**config.mk**
```make
export PLATFORM = sky130hd
export DESIGN_NAME = adpcm_decoder_mc
export DESIGN_NICKNAME = d
export VERILOG_FILES = /design/src/rtl/adpcm_decoder_mc.sv
export SDC_FILE = /design/constraint.sdc
export NUM_CORES = 1
export LEC_CHECK = 0
export CAP_MARGIN = 20
export CORE_ASPECT_RATIO = 0.8
export CORE_MARGIN = 4
export CORE_UTILIZATION = 25
export DETAILED_ROUTE_END_ITERATION = 6
export PLACE_DENSITY = 0.49
export SLEW_MARGIN = 20
export SYNTH_ARGS = -nofsm -noshare
export SYNTH_HDL_FRONTEND = slang
export SYNTH_SLANG_ARGS = --single-unit
```
**constraint.sdc**
```tcl
create_clock -name clk -period 12.2 [get_ports clk]
set_input_delay 1.22 -clock clk [delete_from_list [all_inputs] [get_ports clk]]
set_output_delay 1.22 -clock clk [all_outputs]
set_load 0.01 [all_outputs]
```
**src/rtl/adpcm_decoder_mc.sv**
```systemverilog
// Multi-channel IMA ADPCM decoder with per-channel predictor/step-index register files.
// Optional clip flag and clip-event counter are built when ADPCM_SAT_CNT_EN is defined.
module adpcm_decoder_mc #(
    parameter int unsigned CHANNELS  = 2,
    parameter              STEP_FILE = "dat/step_table.dat"
) (
    input  logic                                   clk,
    input  logic                                   reset_n,
    input  logic                                   in_valid,
    output logic                                   in_ready,
    input  logic [3:0]                             in_code,
    input  logic [(CHANNELS > 1 ? $clog2(CHANNELS) : 1)-1:0] in_chan,
    input  logic                                   hdr_valid,
    input  logic [(CHANNELS > 1 ? $clog2(CHANNELS) : 1)-1:0] hdr_chan,
    input  logic [15:0]                            hdr_sample,
    input  logic [6:0]                             hdr_index,
    output logic                                   out_valid,
    input  logic                                   out_ready,
    output logic [15:0]                            out_sample,
    output logic [(CHANNELS > 1 ? $clog2(CHANNELS) : 1)-1:0] out_chan,
    output logic                                   sat_flag,
    output logic [15:0]                            sat_count
);

    localparam int unsigned CH_W = (CHANNELS > 1) ? $clog2(CHANNELS) : 1;

    // Step table is built in as a constant ROM so the netlist does not depend on
    // an external init file; STEP_FILE is kept for drop-in parameter compatibility.
    localparam logic [15:0] STEP_TABLE [0:88] = '{
        16'd7,     16'd8,     16'd9,     16'd10,    16'd11,    16'd12,    16'd13,    16'd14,
        16'd16,    16'd17,    16'd19,    16'd21,    16'd23,    16'd25,    16'd28,    16'd31,
        16'd34,    16'd37,    16'd41,    16'd45,    16'd50,    16'd55,    16'd60,    16'd66,
        16'd73,    16'd80,    16'd88,    16'd97,    16'd107,   16'd118,   16'd130,   16'd143,
        16'd157,   16'd173,   16'd190,   16'd209,   16'd230,   16'd253,   16'd279,   16'd307,
        16'd337,   16'd371,   16'd408,   16'd449,   16'd494,   16'd544,   16'd598,   16'd658,
        16'd724,   16'd796,   16'd876,   16'd963,   16'd1060,  16'd1166,  16'd1282,  16'd1411,
        16'd1552,  16'd1707,  16'd1878,  16'd2066,  16'd2272,  16'd2499,  16'd2749,  16'd3024,
        16'd3327,  16'd3660,  16'd4026,  16'd4428,  16'd4871,  16'd5358,  16'd5894,  16'd6484,
        16'd7132,  16'd7845,  16'd8630,  16'd9493,  16'd10442, 16'd11487, 16'd12635, 16'd13899,
        16'd15289, 16'd16818, 16'd18500, 16'd20350, 16'd22385, 16'd24623, 16'd27086, 16'd29794,
        16'd32767
    };

    logic [15:0]        pred_rf [CHANNELS];
    logic [6:0]         idx_rf  [CHANNELS];

    logic               accept;
    logic               in_chan_ok;
    logic               hdr_chan_ok;
    logic [15:0]        cur_pred;
    logic [6:0]         cur_idx;
    logic [15:0]        step;
    logic [16:0]        diff;
    logic signed [17:0] sum;
    logic signed [8:0]  idx_adj;
    logic signed [8:0]  idx_sum;
    logic [15:0]        new_sample;
    logic [6:0]         new_idx;
    logic [6:0]         hdr_idx_clamped;

    assign in_ready    = (!out_valid || out_ready) && !hdr_valid;
    assign accept      = in_valid && in_ready;
    assign in_chan_ok  = 32'(in_chan) < CHANNELS;
    assign hdr_chan_ok = 32'(hdr_chan) < CHANNELS;

    always_comb begin
        cur_pred   = '0;
        cur_idx    = '0;
        if (in_chan_ok) begin
            cur_pred = pred_rf[in_chan];
            cur_idx  = idx_rf[in_chan];
        end
        step = STEP_TABLE[cur_idx];

        diff = 17'(step >> 3);
        if (in_code[2]) diff = diff + 17'(step);
        if (in_code[1]) diff = diff + 17'(step >> 1);
        if (in_code[0]) diff = diff + 17'(step >> 2);

        // 18 bits: predictor +/- the largest diff (61436) can exceed a 17-bit range
        if (in_code[3])
            sum = $signed({{2{cur_pred[15]}}, cur_pred}) - $signed({1'b0, diff});
        else
            sum = $signed({{2{cur_pred[15]}}, cur_pred}) + $signed({1'b0, diff});

        if (sum > 18'sd32767)
            new_sample = 16'h7FFF;
        else if (sum < -18'sd32768)
            new_sample = 16'h8000;
        else
            new_sample = sum[15:0];

        if (in_code[2])
            idx_adj = $signed({6'b0, in_code[1:0], 1'b0}) + 9'sd2;
        else
            idx_adj = -9'sd1;
        idx_sum = $signed({2'b00, cur_idx}) + idx_adj;

        if (idx_sum < 9'sd0)
            new_idx = '0;
        else if (idx_sum > 9'sd88)
            new_idx = 7'd88;
        else
            new_idx = idx_sum[6:0];

        hdr_idx_clamped = (hdr_index > 7'd88) ? 7'd88 : hdr_index;
    end

    always_ff @(posedge clk or negedge reset_n) begin
        if (!reset_n) begin
            for (int unsigned ch = 0; ch < CHANNELS; ch++) begin
                pred_rf[ch] <= '0;
                idx_rf[ch]  <= '0;
            end
            out_valid  <= 1'b0;
            out_sample <= '0;
            out_chan   <= '0;
        end else begin
            if (accept) begin
                out_valid <= in_chan_ok;
                if (in_chan_ok) begin
                    pred_rf[in_chan] <= new_sample;
                    idx_rf[in_chan]  <= new_idx;
                    out_sample       <= new_sample;
                    out_chan         <= in_chan;
                end
            end else if (out_ready) begin
                out_valid <= 1'b0;
            end
            // Header never coincides with an accept because it forces in_ready low
            if (hdr_valid && hdr_chan_ok) begin
                pred_rf[hdr_chan] <= hdr_sample;
                idx_rf[hdr_chan]  <= hdr_idx_clamped;
            end
        end
    end

`ifdef ADPCM_SAT_CNT_EN
    logic        clipped;
    logic        sat_flag_q;
    logic [15:0] sat_count_q;

    assign clipped = (sum > 18'sd32767) || (sum < -18'sd32768);

    always_ff @(posedge clk or negedge reset_n) begin
        if (!reset_n) begin
            sat_flag_q  <= 1'b0;
            sat_count_q <= '0;
        end else if (accept && in_chan_ok) begin
            sat_flag_q <= clipped;
            if (clipped && (sat_count_q != 16'hFFFF))
                sat_count_q <= sat_count_q + 16'd1;
        end
    end

    assign sat_flag  = sat_flag_q;
    assign sat_count = sat_count_q;
`else
    assign sat_flag  = 1'b0;
    assign sat_count = '0;
`endif

endmodule

```
==> results.ini, run 1 <==
[global_route]
busiest_layer=met1
grtUsageMet2_pct=23.24
grt_use_met1_pct=24.27
grt_usage_pct=16.00
grt_antenna_before_repair=0
grt_max_degree=65
grt_use_met3_pct=2.845
overflow=0
grt_pass1_vias=9283
grt_pass1_wl_um=53560

[timing]
min_period_ps=11340
rsz0062_at_grt=no
report.final.slew_viol_count=0
fin_hold_ws_ps=479.3
fin_ws_ps=860.5
hold_viol=0
worstMarginPinSlew_ps=943.2
setup_violations=0
fin_crit_sh_pct=92.95
finClkSkew_ps=8.927
tns_ps=0
max_slew_margin_pct=36.46
max_freq_mhz=88.19

[min_path]
min_to=out_chan$_DFFE_PN0P_
hold_class=register to register
whs_path_depth=2
hold_start=out_chan$_DFFE_PN0P_

[clocking]
cts_max_path_buffers=2
cts_buffers=9
clkTransAtPathRegs_ps=50
worstSkewPairLatency_ps=330
cts_tree=built
htreeDepth=3
root_buffer=clkbuf_16
ctsHoldBuffers=0
clock-sinks=64

[route]
remaining_drc_errors=0
ant_nets=0
dr.pass1.iters=5
drt_iter0_drc=1151
avgRoutedWirePerCell_um=18.79
num_vias=10040
routed_wl_um=33960
avgViaCountPerCell=5.551

[critical_path]
worst-path-max-fanout=12
crit_top_cell=ha_1
max_stage_delay_ps=500
rrSetupSlack_ps=1320
cp-start-kind=input port
cp.arrival_ps=11540
critPathRequiredTime_ps=12400
crit_path_end_kind=register
r2r-end=pred_rf[20]$_DFF_PN0_
reg2reg_depth=45
rr_startpoint=idx_rf[1]$_DFF_PN0_
crit_slowest_cell=or4_4
path_class=input port to register

[synth]
yosys.area_share.adder_pct=11.90
ys_top_cells_by_area=dfrtp_1 17%, ha_1 11%, a21oi_1 6.9%
synth_compound_area_share_pct=32.62
syn_area_um2=9465
yosys.area.top_type=dfrtp_1
netlist.area_leader.share_pct=16.92
synth_mux_area_share_pct=6.411
synthSimpleGateAreaFrac_pct=19.60
synthFlopType=dfrtp_1
synthXorXnorAreaFrac_pct=6.292
async_flop_share_pct=100.0
ys_ff_latch=64
syn_inst=1248
ys_types=86
avgSynthCellArea_um2=7.584
yosysWarnings=0
synth_edf_count=0
ys_seq_area_share_pct=16.92
synth_top_family_by_area=compound AO/OA/AOI/OAI gates

[final_layout]
final_common_cell=a21oi_1
area_growth_syn_to_layout_pct=17.52
fin_nets=1438
drive_above_1_share_pct=10.90
antenna_cells=0
layout_common_cells=130 x a21oi_1, 99 x nand2_1, 95 x nor2_1, 82 x ha_1, 72 x buf_4
n_fill_cell=3995

[die]
die_x_um=225.5
start_util_pct=25.44
ios=70
core_um2=37210
core.rowCount=63
die_height_um=182.0
die_area_um2=41060

[placed_design]
port_buffers=52
routabilityCongestion=0.9598
hpwl_um=26420
place_ws_ps=246.6

[run]
maxCapViolations=0

[run_status]
outcome=finished clean

cell usage after synthesis (all sizes together), types with 24 or more instances:
cell and instances:
xnor2 34, a21o 24, o21ai 76, nand2b 31, nand2 99, mux2 25
a21oi 133, nand3 31, inv 44, buf 42, dfrtp 64, a211oi 25
mux2i 30, nor2 96, clkbuf 42, xor2 34, o22ai 39, ha 82
flip-flops by register name, summed over array words and instances (netlist names):
register    cells
out_chan        1
out_sample     16
pred_rf        32
out_valid       1
idx_rf         14
layout make-up:
class	instances	area [um2]	share of cell area (%)
multi-input cells	1070	7375	66.30
clock inverters	3	17.52	0.1575
repair buffers	126	1091	9.809
well taps	487	609.3	5.478
inverters	46	172.7	1.552
clock buffers	12	256.5	2.306
flip-flops and latches	64	1602	14.40
kinds of logic (layout without fill, tap and decap cells):
group	after synthesis	count (layout)
AOI/OAI and AO/OA	466	466
buffers and inverters	130	187
DFF	64	64
and+or+nand+nor	377	377
xor gates and xnor gates	68	68
other	1	17
adders and majority gates	87	87
muxes	55	55
metrics by stage:
step	utilization (%)	instance area, um2	std cells
floorplan	-	9525	1264
global placement	28.95	10770	1791
detailed placement	28.95	10770	1791
CTS	29.68	11040	1806
global route	29.90	11120	1808
finish	29.90	11120	1808
what timing repair did:
item | CTS | global route
resized for setup | 0 | 10
buffers inserted | 0 | 2
endpoints found under the setup margin | 0 | 47
worst max-delay path by stage:
stage | from | depth (start not counted) | to | slack (ps)
6_report | in_chan | 46 | pred_rf[20]$_DFF_PN0_ | 860
5_1_grt | in_chan | 45 | pred_rf[26]$_DFF_PN0_ | 130
4_1_cts | in_chan | 42 | out_sample[8]$_DFFE_PN0P_ | 550
3_5_place_dp | in_chan | 40 | out_sample[8]$_DFFE_PN0P_ | 250
3_3_place_gp | in_chan | 42 | out_sample[14]$_DFFE_PN0P_ | 270
2_1_floorplan | in_chan | 45 | out_sample[2]$_DFFE_PN0P_ | 1070
metal layers:
| metal | up-vias | wire, um |
|---|---|---|
| li1 | 4782 | - |
| met1 | 4805 | 16520 |
| met2 | 380 | 14480 |
| met3 | 69 | 2254 |
| met4 | 0 | 712 |
| met5 | - | 0 |
critical path: cells and delay by family:
family,cells,cell delay (ps)
adder cells (fa/ha/maj),6,1980
multiplexers,2,500
buffers and inverters,5,910
XOR/XNOR,4,900
AND/OR/NAND/NOR,11,2460
AO/OA/AOI/OAI,18,3560
Power of run 1 is left out: the tool's default activity adds up to more than one toggle a clock period on the data nets, which glitch-free logic cannot reach.
==> inputs of run 2 (changes only) <==
--- a/config.mk
+++ b/config.mk
@@ -7,9 +7,9 @@
 export LEC_CHECK = 0
 export CAP_MARGIN = 20
 export CORE_ASPECT_RATIO = 0.8
-export CORE_MARGIN = 4
 export CORE_UTILIZATION = 25
 export DETAILED_ROUTE_END_ITERATION = 6
+export MAX_ROUTING_LAYER = met4
 export PLACE_DENSITY = 0.49
 export SLEW_MARGIN = 20
 export SYNTH_ARGS = -nofsm -noshare
==> results.ini, run 2 (synthesized netlist as in run 1, its figures left out) <==
[run_status]
outcome=complete, but fails checks
violations=DRC

[clocking]
cts_max_path_buffers=2  ; unchanged
ctsHoldBuffers=0  ; unchanged
root_buffer=clkbuf_16
clkTransAtPathRegs_ps=60  ; about the same
htreeDepth=3  ; unchanged
cts_buffers=9  ; unchanged
cts_tree=built
worstSkewPairLatency_ps=330  ; about the same
clock-sinks=64  ; unchanged

[route]
avgRoutedWirePerCell_um=19.07  ; +1.5%
drt_iter0_drc=985  ; -14%
routed_wl_um=34530  ; +1.7%
ant_nets=0  ; unchanged
avgViaCountPerCell=5.548  ; about the same
remaining_drc_errors=11  ; +11
dr.pass1.iters=7  ; +2
num_vias=10050  ; +0.12%

[timing]
report.final.slew_viol_count=0  ; unchanged
hold_viol=0  ; unchanged
setup_violations=0  ; unchanged
fin_crit_sh_pct=94.66  ; +1.7 points
finClkSkew_ps=7.486  ; -1.441 ps
tns_ps=0  ; unchanged
max_slew_margin_pct=34.95  ; -1.5 points
min_period_ps=11550  ; +209.1 ps
worstMarginPinSlew_ps=971.4  ; +28.25 ps
max_freq_mhz=86.59  ; -1.8%
rsz0062_at_grt=no

[critical_path]
crit_slowest_cell=or4_4
crit_path_start=in_chan
crit_top_cell=ha_1
max_stage_delay_ps=480  ; -20 ps
cp.arrival_ps=11800  ; +260 ps
critPathRequiredTime_ps=12450  ; +50 ps
worst-path-max-fanout=13  ; +1
rrSetupSlack_ps=1170  ; -150 ps
r2r-end=out_sample[11]$_DFFE_PN0P_
worstSetupEndpoint=out_sample[11]$_DFFE_PN0P_
crit_path_end_kind=register
path_class=input port to register
rr_startpoint=idx_rf[8]$_DFF_PN0_
cp-start-kind=input port
reg2reg_depth=47  ; +4.4%

[die]
ios=70  ; unchanged
start_util_pct=25.44  ; unchanged
die_height_um=176.0  ; -3.3%
core_um2=37210  ; unchanged
die_x_um=219.5  ; -2.7%
die_area_um2=38650  ; -5.9%
core.rowCount=63  ; unchanged

[global_route]
grt_pass1_vias=9308  ; +0.27%
grt_usage_pct=18.04  ; +2.0 points
overflow=0  ; unchanged
busiest_layer=met1
grt_max_degree=65  ; unchanged
grt_use_met3_pct=2.360  ; -0.48 points
grtUsageMet2_pct=25.93  ; +2.7 points
grt_pass1_wl_um=53810  ; +0.46%
grt_antenna_before_repair=0  ; unchanged
grt_use_met1_pct=26.68  ; +2.4 points

[placed_design]
routabilityCongestion=0.9672  ; +0.77%
port_buffers=52  ; unchanged
hpwl_um=26870  ; +1.7%

[final_layout]
reg_top3=pred_rf (32), out_sample (16), idx_rf (14)
drive_above_1_share_pct=11.56  ; +0.66 points
fin_nets=1440  ; +0.14%
layout_common_cells=131 x a21oi_1, 99 x nand2_1, 95 x nor2_1, 82 x ha_1, 75 x buf_4
antenna_cells=0  ; unchanged
area_growth_syn_to_layout_pct=18.55
final_common_cell=a21oi_1
largest-register=pred_rf
largest_reg_flops=32  ; unchanged
final_util_pct=30.16  ; +0.26 points

[run]
maxCapViolations=0  ; unchanged

[min_path]
hold_class=register to register

-- run 2: routing by layer --
layer  share of wire [%]  wire (um)
met2                  43      14690
met5                   0          0
met4                 1.9        647
met3                 5.9       2035
met1                  50      17160
-- run 2: timing repair --
action / 4_1_cts / 5_1_grt
setup endpoints to repair: 0 / 48
buffers inserted: 0 / 2
gates resized for setup: 0 / 30
-- run 2: stage by stage --
step / worst slack (ps) / instances / instance area (um2) / hold slack (ps)
3_5_place_dp: 9.353 / 1793 / 10790 / 473.4
6_report: 651.4 / 1811 / 11220 / 476.5
2_1_floorplan: 1071 / 1264 / 9525 / 466.1
3_3_place_gp: -66.74 / 1793 / 10790 / 467.0
4_1_cts: 302.9 / 1809 / 11110 / 486.7
5_1_grt: 31.85 / 1811 / 11220 / 515.3
-- run 2: how the worst min path moves through the flow --
stage,cells past startpoint,end,startpoint
finish,2,out_chan$_DFFE_PN0P_,out_chan$_DFFE_PN0P_
floorplan,2,pred_rf[1]$_DFF_PN0_,pred_rf[1]$_DFF_PN0_
CTS,2,out_chan$_DFFE_PN0P_,out_chan$_DFFE_PN0P_
detailed placement,2,out_sample[0]$_DFFE_PN0P_,out_sample[0]$_DFFE_PN0P_
global placement,2,out_sample[15]$_DFFE_PN0P_,out_sample[15]$_DFFE_PN0P_
global route,2,out_sample[0]$_DFFE_PN0P_,out_sample[0]$_DFFE_PN0P_
-- run 2: cell type report --
cell class | count | area [um2]
Tap cell | 487 | 609.3
Clock inverter | 5 | 80.08
Inverter | 46 | 172.7
Timing Repair Buffer | 128 | 1087
Fill cell | 3980 | 25980
Multi-Input combinational cell | 1070 | 7427
Clock buffer | 11 | 242.7
Sequential cell | 64 | 1602
-- run 2: worst max-delay path, delay by kind of cell --
| family | cells | cell delay, ps |
|---|---|---|
| buffers and inverters | 6 | 1280 |
| AOI/OAI and AO/OA | 18 | 3390 |
| and+or+nand+nor | 11 | 2460 |
| adders and majority gates | 7 | 2110 |
| muxes | 2 | 440 |
| xor gates and xnor gates | 4 | 850 |
Power of run 2 is left out for the same reason.
==> inputs of run 3 (changes only) <==
--- a/config.mk
+++ b/config.mk
@@ -11,6 +11,7 @@
 export DETAILED_ROUTE_END_ITERATION = 6
 export MAX_ROUTING_LAYER = met4
 export PLACE_DENSITY = 0.49
+export SETUP_SLACK_MARGIN = 0.1
 export SLEW_MARGIN = 20
 export SYNTH_ARGS = -nofsm -noshare
 export SYNTH_HDL_FRONTEND = slang
==> results.ini, run 3 (synthesized netlist as in run 1, its figures left out) <==
[run_status]
outcome=complete, but fails checks
violations=DRC

[placed_design]
dpl-instance-area_um2=10790  ; unchanged
port_buffers=52  ; unchanged
routabilityCongestion=0.9672  ; unchanged
place_ws_ps=9.353  ; unchanged
hpwl_um=26870  ; unchanged

[final_layout]
postLayoutCellArea_um2=11230  ; +0.11%
register_area_um2=1602  ; unchanged
multiInputGateArea_um2=7440  ; +0.17%
layout_common_cells=131 x a21oi_1, 99 x nand2_1, 95 x nor2_1, 82 x ha_1, 75 x buf_4
area_growth_syn_to_layout_pct=18.68
fin_nets=1440  ; unchanged
antenna_cells=0  ; unchanged
reg_top3=pred_rf (32), out_sample (16), idx_rf (14)
largest-register=pred_rf
final_util_pct=30.19  ; +0.034 points
largest_reg_flops=32  ; unchanged
n_fill_cell=3983  ; +0.075%
final_common_cell=a21oi_1
drive_above_1_share_pct=11.71  ; +0.15 points

[timing]
max_freq_mhz=86.64  ; about the same
hold_viol=0  ; unchanged
min_period_ps=11540  ; -6.251 ps
rsz0062_at_grt=no
report.final.slew_viol_count=0  ; unchanged
fin_crit_sh_pct=94.61  ; about the same
fin_ws_ps=657.6  ; +6.251 ps
worstMarginPinSlew_ps=945.6  ; -25.77 ps
setup_violations=0  ; unchanged
finClkSkew_ps=7.211  ; -0.2746 ps
max_slew_margin_pct=36.68  ; +1.7 points

[critical_path]
cp.arrival_ps=11800  ; about the same
crit_slowest_cell=or4_4
rr_startpoint=idx_rf[8]$_DFF_PN0_
critPathRequiredTime_ps=12450  ; about the same
crit_top_cell=ha_1
max_stage_delay_ps=560  ; +80 ps
path_class=input port to register
r2r-end=out_sample[11]$_DFFE_PN0P_
cp-start-kind=input port
worst-path-max-fanout=13  ; unchanged
crit_path_end_kind=register
reg2reg_depth=46  ; -2.1%
rrSetupSlack_ps=1170  ; about the same

[route]
avgRoutedWirePerCell_um=19.03  ; -0.19%
dr.pass1.iters=7  ; unchanged
num_vias=10010  ; -0.43%
routed_wl_um=34470  ; -0.19%
drt_iter0_drc=904  ; -8.2%
avgViaCountPerCell=5.525  ; -0.43%
remaining_drc_errors=6  ; -5
ant_nets=0  ; unchanged

[die]
die_height_um=176.0  ; unchanged
start_util_pct=25.44  ; unchanged
core_um2=37210  ; unchanged
core.rowCount=63  ; unchanged
die_area_um2=38650  ; unchanged
ios=70  ; unchanged
die_x_um=219.5  ; unchanged

[global_route]
grt_pass1_vias=9308  ; unchanged
grt_antenna_before_repair=0  ; unchanged
busiest_layer=met1
overflow=0  ; unchanged
grt_usage_pct=18.04  ; unchanged
grt_pass1_wl_um=53810  ; unchanged
grt_use_met3_pct=2.360  ; unchanged
grt_max_degree=65  ; unchanged
grtUsageMet2_pct=25.93  ; unchanged
grt_use_met1_pct=26.68  ; unchanged

[run]
maxCapViolations=0  ; unchanged

[min_path]
whs_path_depth=2  ; unchanged
min_to=out_chan$_DFFE_PN0P_
hold_class=register to register
hold_start=out_chan$_DFFE_PN0P_

[clocking]
worstSkewPairLatency_ps=330  ; about the same
clock-sinks=64  ; unchanged
htreeDepth=3  ; unchanged
root_buffer=clkbuf_16
cts_tree=built
ctsHoldBuffers=0  ; unchanged
clkTransAtPathRegs_ps=60  ; about the same
cts_max_path_buffers=2  ; unchanged
cts_buffers=9  ; unchanged

[run 3: cell types whose count changed in the layout (fill, tap and decap cells not counted)]
cell,delta
a311oi_2,+1
o22ai_2,+1
a311oi_1,-1
o22ai_1,-1
[run 3: metrics by stage]
stage          hold WS, ps  TNS (ps)  cells
2_1_floorplan        466.1         0   1264
3_5_place_dp         473.4         0   1793
4_1_cts              486.7         0   1809
5_1_grt              515.3         0   1811
6_report             476.1         0   1811
3_3_place_gp         467.0    -287.1   1793
[run 3: worst max-delay path by stage]
stage               slack, ps                         end    start
floorplan                1070   out_sample[2]$_DFFE_PN0P_  in_chan
global placement          -70       pred_rf[19]$_DFF_PN0_  in_chan
detailed placement          9       pred_rf[20]$_DFF_PN0_  in_chan
CTS                       300       pred_rf[19]$_DFF_PN0_  in_chan
global route               90   out_sample[9]$_DFFE_PN0P_  in_chan
finish                    660  out_sample[11]$_DFFE_PN0P_  in_chan
[run 3: final cells by class]
cell class                      instances  area share [%]
Clock buffer                           11           2.161
Clock inverter                          5          0.7129
Inverter                               46           1.537
Multi-Input combinational cell       1070           66.23
Sequential cell                        64           14.26
Tap cell                              487           5.424
Timing Repair Buffer                  128           9.679
[run 3: timing repair]
item / in CTS / in global routing
endpoints found under the hold margin: 0 / 0
endpoints found under the setup margin: 0 / 48
buffers inserted: 0 / 2
resized for setup: 0 / 32
[run 3: layer usage]
layer,vias up,share of wire [%]
met4,0,2.1
met5,-,0
met1,4780,50
met2,374,42
met3,60,5.8
li1,4791,-
[run 3: worst max-delay path, delay by kind of cell]
| family | cells | cell delay (ps) |
|---|---|---|
| AO/OA/AOI/OAI | 15 | 2920 |
| AND/OR/NAND/NOR | 12 | 2740 |
| adder cells (fa/ha/maj) | 7 | 2100 |
| buffers and inverters | 6 | 1280 |
| XOR/XNOR | 4 | 780 |
| multiplexers | 3 | 750 |
Power of run 3 is left out for the same reason.
